File: config.mk
export PLATFORM = sky130hd
export DESIGN_NAME = mem_loader
export DESIGN_NICKNAME = d
export VERILOG_FILES = /design/src/rtl/cpu_pkg.sv /design/src/rtl/loader_counter.sv /design/src/rtl/reg_arstn_en.sv /design/src/rtl/mem_loader.sv
export SDC_FILE = /design/constraint.sdc
export NUM_CORES = 1
export LEC_CHECK = 0
export CORE_ASPECT_RATIO = 0.75
export CORE_MARGIN = 2
export CORE_UTILIZATION = 46
export DETAILED_ROUTE_END_ITERATION = 8
export GPL_TIMING_DRIVEN = 0
export PLACE_DENSITY_LB_ADDON = 0.15
export SLEW_MARGIN = 20
export SYNTH_ARGS = -nofsm -noshare
export SYNTH_HDL_FRONTEND = slang
export SYNTH_SLANG_ARGS = --single-unit
File: constraint.sdc
create_clock -name clk -period 4.25 [get_ports clk]
set_input_delay 0.425 -clock clk [delete_from_list [all_inputs] [get_ports clk]]
set_output_delay 0.425 -clock clk [all_outputs]
set_load 0.005 [all_outputs]
File: src/rtl/cpu_pkg.sv
// ============================================================================
// cpu_pkg : shared types and constants for the CPU host-side memory loader
// Revision : 1.0
// ============================================================================
`default_nettype none

package cpu_pkg;

  localparam int ADDR_STRIDE_DEF = 4;
  localparam int IMEM_DEPTH      = 512;
  localparam int DMEM_DEPTH      = 1024;
  localparam int CNT_W           = 11;

  typedef enum logic [2:0] {
    ST_IDLE      = 3'd0,
    ST_LOAD_I    = 3'd1,
    ST_LOAD_D    = 3'd2,
    ST_RUN       = 3'd3,
    ST_DUMP_REQ  = 3'd4,
    ST_DUMP_WAIT = 3'd5,
    ST_DUMP_OUT  = 3'd6,
    ST_FIN       = 3'd7
  } loader_state_e;

  // Phase following cur, skipping every phase whose count is zero.
  function automatic loader_state_e next_phase(input loader_state_e cur, input logic i_nz,
                                               input logic d_nz, input logic r_nz,
                                               input logic u_nz);
    logic take_i, take_d, take_r, take_u;
    take_i = (cur == ST_IDLE) && i_nz;
    take_d = (cur inside {ST_IDLE, ST_LOAD_I}) && d_nz;
    take_r = (cur inside {ST_IDLE, ST_LOAD_I, ST_LOAD_D}) && r_nz;
    take_u = (cur inside {ST_IDLE, ST_LOAD_I, ST_LOAD_D, ST_RUN}) && u_nz;
    if (take_i)      return ST_LOAD_I;
    else if (take_d) return ST_LOAD_D;
    else if (take_r) return ST_RUN;
    else if (take_u) return ST_DUMP_REQ;
    else             return ST_FIN;
  endfunction

  function automatic logic [CNT_W-1:0] clamp_cnt(input logic [CNT_W-1:0] n, input int depth);
    return (n > CNT_W'(depth)) ? CNT_W'(depth) : n;
  endfunction

endpackage

`default_nettype wire

File: src/rtl/loader_counter.sv
// ============================================================================
// loader_counter : word counter with clear, increment and terminal-count flag
// Revision : 1.0
// ============================================================================
`default_nettype none

module loader_counter #(
  parameter int W = 11
) (
  input  logic         clk,
  input  logic         arst_n,
  input  logic         clr,
  input  logic         inc,
  input  logic [W-1:0] term,
  output logic [W-1:0] count,
  output logic         tc
);

  logic [W-1:0] count_q;
  logic [W-1:0] count_d;

  always_comb begin
    count_d = count_q;
    if (clr)      count_d = '0;
    else if (inc) count_d = count_q + W'(1);
  end

  always_ff @(posedge clk or negedge arst_n) begin
    if (!arst_n) count_q <= '0;
    else         count_q <= count_d;
  end

  assign count = count_q;
  assign tc    = (count_q == term);

endmodule

`default_nettype wire

File: src/rtl/reg_arstn_en.sv
// ============================================================================
// reg_arstn_en : enabled register with asynchronous active-low reset
// Revision : 1.0
// ============================================================================
`default_nettype none

module reg_arstn_en #(
  parameter int W = 32
) (
  input  logic         clk,
  input  logic         arst_n,
  input  logic         en,
  input  logic [W-1:0] d,
  output logic [W-1:0] q
);

  logic [W-1:0] val_q;
  logic [W-1:0] val_d;

  always_comb begin
    val_d = val_q;
    if (en) val_d = d;
  end

  always_ff @(posedge clk or negedge arst_n) begin
    if (!arst_n) val_q <= '0;
    else         val_q <= val_d;
  end

  assign q = val_q;

endmodule

`default_nettype wire

File: src/rtl/mem_loader.sv
// ============================================================================
// mem_loader : loads imem/dmem over the CPU ext ports, runs the CPU, dumps dmem
// Revision : 1.0
// ============================================================================
`default_nettype none

module mem_loader
  import cpu_pkg::*;
#(
  parameter int DATA_W      = 32,
  parameter int ADDR_STRIDE = ADDR_STRIDE_DEF,
  parameter int RD_LAT      = 1
) (
  input  logic              clk,
  input  logic              arst_n,
  input  logic              start,
  input  logic [9:0]        imem_words,
  input  logic [10:0]       dmem_words,
  input  logic [31:0]       run_cycles,
  input  logic [31:0]       dump_base,
  input  logic [10:0]       dump_words,
  input  logic              in_valid,
  input  logic [DATA_W-1:0] in_data,
  output logic              in_ready,
  output logic              out_valid,
  output logic [DATA_W-1:0] out_data,
  input  logic              out_ready,
  output logic              cpu_enable,
  output logic [31:0]       addr_ext,
  output logic              wen_ext,
  output logic              ren_ext,
  output logic [DATA_W-1:0] wdata_ext,
  output logic [31:0]       addr_ext_2,
  output logic              wen_ext_2,
  output logic              ren_ext_2,
  output logic [DATA_W-1:0] wdata_ext_2,
  input  logic [DATA_W-1:0] rdata_ext_2,
  output logic              busy,
  output logic              done
);

  localparam int LAT_W = (RD_LAT > 1) ? $clog2(RD_LAT) : 1;

  loader_state_e state_q, state_d;
  logic [31:0]      run_q, run_d;
  logic [LAT_W-1:0] wait_q, wait_d;

  logic             start_acc;
  logic [CNT_W-1:0] imem_in_c, dmem_in_c, dump_in_c;
  logic [CNT_W-1:0] imem_cnt_q, dmem_cnt_q, dump_cnt_q;
  logic [31:0]      dump_base_q;

  logic             cnt_clr, cnt_inc, cnt_tc, capture;
  logic [CNT_W-1:0] cnt, cnt_term;
  logic [31:0]      word_addr;
  logic             i_nz, d_nz, r_nz, u_nz;

  assign start_acc = (state_q == ST_IDLE) && start;
  assign imem_in_c = clamp_cnt({1'b0, imem_words}, IMEM_DEPTH);
  assign dmem_in_c = clamp_cnt(dmem_words, DMEM_DEPTH);
  assign dump_in_c = clamp_cnt(dump_words, DMEM_DEPTH);

  reg_arstn_en #(.W(CNT_W)) u_imem_cnt (.clk(clk), .arst_n(arst_n), .en(start_acc),
                                        .d(imem_in_c), .q(imem_cnt_q));
  reg_arstn_en #(.W(CNT_W)) u_dmem_cnt (.clk(clk), .arst_n(arst_n), .en(start_acc),
                                        .d(dmem_in_c), .q(dmem_cnt_q));
  reg_arstn_en #(.W(CNT_W)) u_dump_cnt (.clk(clk), .arst_n(arst_n), .en(start_acc),
                                        .d(dump_in_c), .q(dump_cnt_q));
  reg_arstn_en #(.W(32))    u_dump_base (.clk(clk), .arst_n(arst_n), .en(start_acc),
                                         .d(dump_base), .q(dump_base_q));
  reg_arstn_en #(.W(DATA_W)) u_out_data (.clk(clk), .arst_n(arst_n), .en(capture),
                                         .d(rdata_ext_2), .q(out_data));

  loader_counter #(.W(CNT_W)) u_word_cnt (
    .clk   (clk),
    .arst_n(arst_n),
    .clr   (cnt_clr),
    .inc   (cnt_inc),
    .term  (cnt_term),
    .count (cnt),
    .tc    (cnt_tc)
  );

  assign word_addr = 32'(cnt) * 32'(ADDR_STRIDE);
  assign i_nz      = (imem_cnt_q != '0);
  assign d_nz      = (dmem_cnt_q != '0);
  assign r_nz      = (run_q != '0);
  assign u_nz      = (dump_cnt_q != '0);

  always_comb begin
    run_d = run_q;
    if (start_acc)               run_d = run_cycles;
    else if (state_q == ST_RUN)  run_d = run_q - 32'd1;

    wait_d = '0;
    if ((state_q == ST_DUMP_WAIT) && (wait_q != LAT_W'(RD_LAT - 1))) wait_d = wait_q + LAT_W'(1);
  end

  always_comb begin
    state_d     = state_q;
    in_ready    = 1'b0;
    out_valid   = 1'b0;
    cpu_enable  = 1'b0;
    addr_ext    = '0;
    wen_ext     = 1'b0;
    ren_ext     = 1'b0;
    wdata_ext   = '0;
    addr_ext_2  = '0;
    wen_ext_2   = 1'b0;
    ren_ext_2   = 1'b0;
    wdata_ext_2 = '0;
    cnt_clr     = 1'b0;
    cnt_inc     = 1'b0;
    cnt_term    = '0;
    capture     = 1'b0;
    busy        = (state_q != ST_IDLE);
    done        = (state_q == ST_FIN);

    case (state_q)
      ST_IDLE: begin
        if (start) begin
          cnt_clr = 1'b1;
          state_d = next_phase(ST_IDLE, imem_in_c != '0, dmem_in_c != '0,
                               run_cycles != '0, dump_in_c != '0);
        end
      end
      ST_LOAD_I: begin
        in_ready = 1'b1;
        cnt_term = imem_cnt_q - CNT_W'(1);
        if (in_valid) begin
          wen_ext   = 1'b1;
          addr_ext  = word_addr;
          wdata_ext = in_data;
          if (cnt_tc) begin
            cnt_clr = 1'b1;
            state_d = next_phase(ST_LOAD_I, i_nz, d_nz, r_nz, u_nz);
          end else begin
            cnt_inc = 1'b1;
          end
        end
      end
      ST_LOAD_D: begin
        in_ready = 1'b1;
        cnt_term = dmem_cnt_q - CNT_W'(1);
        if (in_valid) begin
          wen_ext_2   = 1'b1;
          addr_ext_2  = word_addr;
          wdata_ext_2 = in_data;
          if (cnt_tc) begin
            cnt_clr = 1'b1;
            state_d = next_phase(ST_LOAD_D, i_nz, d_nz, r_nz, u_nz);
          end else begin
            cnt_inc = 1'b1;
          end
        end
      end
      ST_RUN: begin
        cpu_enable = 1'b1;
        if (run_q == 32'd1) state_d = next_phase(ST_RUN, i_nz, d_nz, r_nz, u_nz);
      end
      ST_DUMP_REQ: begin
        ren_ext_2  = 1'b1;
        addr_ext_2 = dump_base_q + word_addr;
        state_d    = ST_DUMP_WAIT;
      end
      ST_DUMP_WAIT: begin
        if (wait_q == LAT_W'(RD_LAT - 1)) begin
          capture = 1'b1;
          state_d = ST_DUMP_OUT;
        end
      end
      ST_DUMP_OUT: begin
        out_valid = 1'b1;
        cnt_term  = dump_cnt_q - CNT_W'(1);
        if (out_ready) begin
          if (cnt_tc) begin
            cnt_clr = 1'b1;
            state_d = ST_FIN;
          end else begin
            cnt_inc = 1'b1;
            state_d = ST_DUMP_REQ;
          end
        end
      end
      ST_FIN:  state_d = ST_IDLE;
      default: state_d = ST_IDLE;
    endcase
  end

  always_ff @(posedge clk or negedge arst_n) begin
    if (!arst_n) begin
      state_q <= ST_IDLE;
      run_q   <= '0;
      wait_q  <= '0;
    end else begin
      state_q <= state_d;
      run_q   <= run_d;
      wait_q  <= wait_d;
    end
  end

endmodule

`default_nettype wire

==> flow_metrics.py, run 1 <==
metrics = {
    "logic_synthesis": {
        "synth_ff_type": "dfrtp_1",
        "synth_fa_ha_area_frac": 0.0228,
        "synth_top_family_by_area": "simple AND/OR/NAND/NOR gates",
        "synth_mux_area_frac": 0.0844,
        "synth_xor_area_frac": 0.0259,
        "synth_edf_count": 0,
        "synth-seq-area-share": 0.392,
        "synth_area_leader_cell": "dfrtp_1",
        "yosysWarnings": 0,
        "ys_seq_elements": 143,
        "synthCells": 1049,
        "synth_area_mm2": 0.00912,
        "async_reset_ff_frac": 1.00,
        "yosys-top-cells-area": "dfrtp_1 (39%), nand2_1 (9.1%), and2_1 (5.4%)",
        "yosys.area.top_type_share": 0.392,
        "synthSimpleGateAreaFrac": 0.283,
        "synth_compound_area_frac": 0.136,
        "ys_types": 71,
        "syn_area_per_cell_um2": 8.69,
    },
    "power": {
        "p_leak_nw": 5.81,
        "power_density_mw_per_mm2": 624,
        "irDropWorstVdd_mv": 0.343,
        "finalPower_mw": 8.38,
    },
    "die": {
        "die_h_um": 126,
        "design.core.area_mm2": 0.0194,
        "die_area_mm2": 0.0210,
        "ios": 334,
        "die_w_um": 167,
        "rows": 44,
        "floorplan.initialDensity": 0.471,
    },
    "grt": {
        "grt-ovfl-total": 0,
        "antenna_found_initial": 0,
        "grt_use_total": 0.279,
        "grt_max_degree": 89,
        "first_global_vias": 8647,
        "grt_pass1_wl_um": 46700,
    },
    "route": {
        "drc": 0,
        "ant_nets": 0,
        "drt_iter0_drc": 957,
        "dr.pass1.iters": 6,
        "vias": 9218,
        "wire_per_inst_um": 17.8,
        "viasPerCell": 5.50,
        "drt_wl_total_um": 29900,
    },
    "layout": {
        "diodes": 0,
        "mostFrequentLayoutCell": "clkdlybuf4s50_1",
        "fin_cells": 1676,
        "final_net_count": 1591,
        "mostFrequentLayoutCells": "clkdlybuf4s50_1 (306), nand2_1 (219), dfrtp_1 (141)",
        "fin_area_mm2": 0.0134,
        "nFillCells": 1549,
        "syn_to_final_growth_pct": 47.1,
        "drive_above_1_share": 0.110,
    },
    "clock_tree": {
        "clk-insertion-delay-late_ns": 0.43,
        "h-tree-depth": 4,
        "clk_pin_slew_ns": 0.07,
        "cts_tree": "built",
        "cts_made_buffers": 17,
        "clock-root-buffer": "clkbuf_16",
        "clockBufferDepth": 2,
        "numClockSinks": 143,
    },
    "sta": {
        "fmax_ghz": 0.243,
        "finalSetupViolations": 0,
        "fin_skew_ns": 0.0122,
        "rsz0062_at_grt": "false",
        "period_share": 0.968,
        "final_hold_viol_count": 0,
        "worst_slew_pin_slew_ns": 0.988,
        "slew_violations": 0,
        "relSlewSlack": 0.334,
        "period_needed_ns": 4.12,
    },
    "run": {
        "cap_violations": 0,
    },
    "setup_path": {
        "cpPeakStageDelay_ns": 0.55,
        "critPathLaunchType": "flip-flop",
        "critPathKind": "reg2out",
        "cp_slowest_cell": "clkdlybuf4s50_1",
        "crit_arrival_ns": 3.69,
        "critPathRequiredTime_ns": 3.83,
        "end_kind": "output port",
        "crit_chain": "buf_4 > inv_1 > fa_1 > nor2b_1 > o21ai_1 > a21oi_2 > o21ai_2 > a21boi_2 > o21ai_2 > a21boi_2 > o211a_4 > o31ai_2 > mux2i_1 > clkdlybuf4s50_1",
        "worstPathMaxFanout": 8,
    },
    "place": {
        "io_buffers": 311,
        "gp_congestion": 0.885,
        "place_inst": 1636,
        "place_hpwl_um": 22400,
        "place_area_mm2": 0.0127,
    },
    "worst_hold_path": {
        "hp-class": "reg2reg",
    },
    "run_status": {
        "status": "completed",
    },
}
[worst paths after layout]
check	startpoint	end	slack (ns)	cells after the start
worst max-delay path	u_word_cnt.count[1]$_DFFE_PN0P_	addr_ext_2[30]	0.13	14
worst min-delay path	u_dump_base.q[0]$_DFFE_PN0P_	u_dump_base.q[0]$_DFFE_PN0P_	0.48	2
worst max register to register	state_q[0]$_DFFE_PN0P_	state_q[2]$_DFFE_PN0P_	0.18	14
worst min register to register	u_dump_base.q[0]$_DFFE_PN0P_	u_dump_base.q[0]$_DFFE_PN0P_	0.48	2
max in group asynchronous	arst_n	u_out_data.q[3]$_DFFE_PN0P_	2.96	3
min in group asynchronous	arst_n	run_q[4]$_DFFE_PN0P_	0.50	2
[cell type report]
class	instances	area (um2)	area share
Multi-Input combinational cell	824	5200	0.388
Sequential cell	143	3580	0.267
Timing Repair Buffer	321	3230	0.240
Clock buffer	18	439	0.0327
Buffer	78	413	0.0308
Tap cell	253	317	0.0236
Clock inverter	14	148	0.0110
Inverter	25	93.8	0.00699
[where the power goes]
group	internal (mW)	switching, mW	total, mW	leakage, nW
clock	0.843	0.664	1.51	0.289
sequential	1.97	0.531	2.50	1.79
combinational	2.13	2.24	4.37	3.73
total	4.95	3.43	8.38	5.81
[logic make-up after synthesis]
kind of cell / count (synthesis)
and+or+nand+nor: 512
AOI/OAI and AO/OA: 180
DFF: 143
buffers and inverters: 104
muxes: 66
xor gates and xnor gates: 27
adders and majority gates: 16
other: 1
[worst max-delay path, delay by kind of cell (launching register included)]
family          cells  cell delay, ns
flops               1            0.42
fa+ha+maj           1            0.24
simple gates        1            0.06
buf+inv             3            0.82
compound gates      8            1.40
mux                 1            0.31
[through the flow]
| step | setup slack [ns] | hold WS (ns) | util | setup TNS (ns) |
|---|---|---|---|---|
| floorplan | 0.569 | 0.129 | - | 0 |
| global placement | -3.08 | 0.450 | 0.652 | -438.37 |
| detailed placement | -0.243 | 0.375 | 0.653 | -1.41 |
| CTS | 0.000393 | 0.479 | 0.687 | 0 |
| global route | 0.00148 | 0.505 | 0.692 | 0 |
| finish | 0.135 | 0.476 | 0.692 | 0 |
[per-layer routing]
metal	track usage	share of wire
met5	0	0
met1	0.405	0.46
met3	0.0713	0.089
met2	0.421	0.44
met4	0.0624	0.012
[cells in the mapped netlist, types with 4 or more instances]
cell       number
o211ai_1       15
a21oi_1        34
o31ai_1        14
clkbuf_1       51
mux2_2         42
o311ai_0        8
and2_1         79
nand2b_1       16
nand3b_1       18
inv_1          25
nand4_1         6
nor3_1         20
a21o_1          4
xor2_1         18
a21boi_0        4
mux2i_1        13
a221o_1         8
dfrtp_1       143
and4_1          4
ha_1           15
o2111ai_1       4
buf_4          23
o21ai_0        47
nand2_1       220
nor2_1         43
or3_1          12
a31oi_1         4
nand3_1        26
nor3b_1         4
and3_1         11
nor4_1         28
a22o_1         13
or4_1           6
xnor2_1         9
a22oi_1         4
mux2i_2         5
nor2b_1         4
[state kept, by name, indices dropped and copies added (netlist names)]
register and count:
run_q 32, state_q 3, u_dmem_cnt.q 11, u_dump_base.q 32, u_dump_cnt.q 11, u_imem_cnt.q 10
u_out_data.q 32, u_word_cnt.count 11, wait_q 1
[repair_timing]
action | in CTS | in global routing
gates resized for setup | 16 | 22
endpoints found under the setup margin | 17 | 24
setup buffers | 3 | 5
hold endpoints to repair | 55 | 0
pin swaps | 1 | 9
hold buffers | 1 | 0
Power figures use the tool's default switching activity.
==> run 2: changes to the inputs <==
Settings changed: PLACE_DENSITY from default to 0.91, PLACE_DENSITY_LB_ADDON 0.15 to default.
==> run 2 against run 1 <==
Against the previous run: die area unchanged; highest routed layer unchanged; clock skew barely moved; via count up 2.1%; flip-flop and latch count is the same; worst setup slack about the same; wire length increased by 3.3%; critical path depth is 1 lower.
==> flow_metrics.py, run 2 (synthesized netlist as in run 1, its figures left out) <==
metrics = {
    "layout": {
        "nFillCells": 1478,
        "mostFrequentLayoutCells": "clkdlybuf4s50_1 (306), nand2_1 (219), dfrtp_1 (141)",
        "multi_input_area_mm2": 0.00521,
        "mostFrequentLayoutCell": "clkdlybuf4s50_1",
        "register_area_mm2": 0.00358,
        "syn_to_final_growth_pct": 47.1,
        "fin_area_mm2": 0.0134,
        "drive_above_1_share": 0.107,
        "fin_cells": 1673,
        "final_net_count": 1587,
    },
    "setup_path": {
        "cp_slowest_cell": "clkdlybuf4s50_1",
        "cpPeakStageDelay_ns": 0.53,
        "crit_chain": "ha_1 > a21o_1 > a21oi_2 > o21ai_0 > a21o_1 > a21oi_2 > o21ai_1 > or4_4 > nand2_4 > clkbuf_8 > o21ai_0 > a21oi_1 > clkdlybuf4s50_1",
        "end_kind": "output port",
        "critical_path.top_delay_family": "compound AO/OA/AOI/OAI gates",
        "worstPathMaxFanout": 10,
        "critPathKind": "reg2out",
        "reg2reg_depth": 14,
        "critPathLaunchType": "flip-flop",
        "critPathRequiredTime_ns": 3.83,
        "r2r_slack_ns": 0.23,
        "crit_arrival_ns": 3.69,
        "worst-path-buf-inv": 2,
        "r2r-end": "state_q[0]$_DFFE_PN0P_",
        "reg2reg_from": "state_q[0]$_DFFE_PN0P_",
    },
    "die": {
        "die_h_um": 126,
        "floorplan.initialDensity": 0.471,
        "ios": 334,
        "design.core.area_mm2": 0.0194,
        "die_w_um": 167,
        "rows": 44,
        "die_area_mm2": 0.0210,
    },
    "sta": {
        "timing.hold.ws_ns": 0.468,
        "finalSetupViolations": 0,
        "fin_skew_ns": 0.0122,
        "fmax_ghz": 0.243,
        "final_hold_viol_count": 0,
        "period_needed_ns": 4.12,
        "period_share": 0.968,
        "worst_slew_pin_slew_ns": 0.977,
        "relSlewSlack": 0.342,
        "slew_violations": 0,
        "rsz0062_at_grt": "false",
    },
    "route": {
        "vias": 9407,
        "drt_wl_total_um": 30900,
        "wire_per_inst_um": 18.5,
        "drt_iter0_drc": 1008,
        "viasPerCell": 5.62,
        "drc": 0,
        "ant_nets": 0,
        "dr.pass1.iters": 9,
    },
    "clock_tree": {
        "clockBufferDepth": 2,
        "cts_tree": "built",
        "clk_pin_slew_ns": 0.06,
        "clock-root-buffer": "clkbuf_16",
        "clk-insertion-delay-late_ns": 0.42,
        "h-tree-depth": 4,
        "cts_made_buffers": 17,
        "numClockSinks": 143,
    },
    "grt": {
        "grt-ovfl-total": 0,
        "grt_pass1_wl_um": 49300,
        "first_global_vias": 9239,
        "antenna_found_initial": 1,
        "grt_use_total": 0.293,
        "grt_max_degree": 89,
    },
    "power": {
        "power_density_mw_per_mm2": 629,
        "finalPower_mw": 8.43,
        "irDropWorstVdd_mv": 0.395,
        "p_leak_nw": 5.81,
    },
    "worst_hold_path": {
        "hold_path_end": "u_imem_cnt.q[8]$_DFFE_PN0P_",
        "hp-class": "reg2reg",
        "min-delay-start": "u_imem_cnt.q[8]$_DFFE_PN0P_",
        "min_path_cells": 2,
    },
    "place": {
        "place_area_mm2": 0.0127,
        "place_hpwl_um": 23600,
        "io_buffers": 311,
        "gp_congestion": 0.902,
        "place_inst": 1636,
    },
    "run_status": {
        "status": "completed",
    },
    "run": {
        "cap_violations": 0,
    },
}
-- run 2: per-layer routing --
| metal | vias to the layer above | global-route usage | share of wire |
|---|---|---|---|
| met1 | 4451 | 0.396 | 0.42 |
| met2 | 529 | 0.471 | 0.46 |
| met3 | 64 | 0.0808 | 0.10 |
| met5 | - | 0 | 0 |
| met4 | 0 | 0.0685 | 0.017 |
| li1 | 4363 | - | - |
-- run 2: power by group --
part	total, mW	internal, mW	switching (mW)	leakage (nW)
combinational	4.37	2.11	2.26	3.72
clock	1.55	0.910	0.642	0.297
sequential	2.51	1.97	0.536	1.79
-- run 2: final cells by class --
class                   instances  share of cell area
diodes                          1            0.000187
plain buffers                  78              0.0309
clock buffers                  19              0.0338
clock inverters                13              0.0112
inverters                      25             0.00700
multi-input cells             824               0.388
flip-flops and latches        143               0.267
well taps                     253              0.0236
repair buffers                317               0.238
-- run 2: worst max path at each step --
stage,from,to,slack (ns),cells past startpoint
floorplan,state_q[0]$_DFFE_PN0P_,state_q[0]$_DFFE_PN0P_,0.57,14
global placement,arst_n,u_out_data.q[28]$_DFFE_PN0P_,-2.93,1
detailed placement,u_word_cnt.count[0]$_DFFE_PN0P_,addr_ext_2[26],-0.24,15
CTS,u_word_cnt.count[1]$_DFFE_PN0P_,addr_ext_2[25],0.01,13
global route,u_word_cnt.count[1]$_DFFE_PN0P_,addr_ext_2[19],0.0007,13
finish,u_word_cnt.count[1]$_DFFE_PN0P_,addr_ext_2[19],0.13,13
-- run 2: timing repair --
item                                    4_1_cts  5_1_grt
resized for setup                            18       19
setup buffers                                 3        1
endpoints found under the setup margin       17       26
hold endpoints to repair                     55        0
hold buffers                                  1        0
pin swaps                                     2        7
cloned                                        0        0
-- run 2: tightest hold or removal path: stages, from the launching register on --
cell and delay, ns:
dfrtp_1 0.34, nand2_1 0.05, nand2_1 0.05
-- run 2: per-stage QoR --
stage / util / TNS (ns) / setup slack (ns)
2_1_floorplan: - / 0 / 0.569
3_3_place_gp: 0.652 / -415.74 / -2.93
3_5_place_dp: 0.653 / -1.47 / -0.245
4_1_cts: 0.688 / 0 / 0.0112
5_1_grt: 0.692 / 0 / 0.000725
6_report: 0.692 / 0 / 0.134
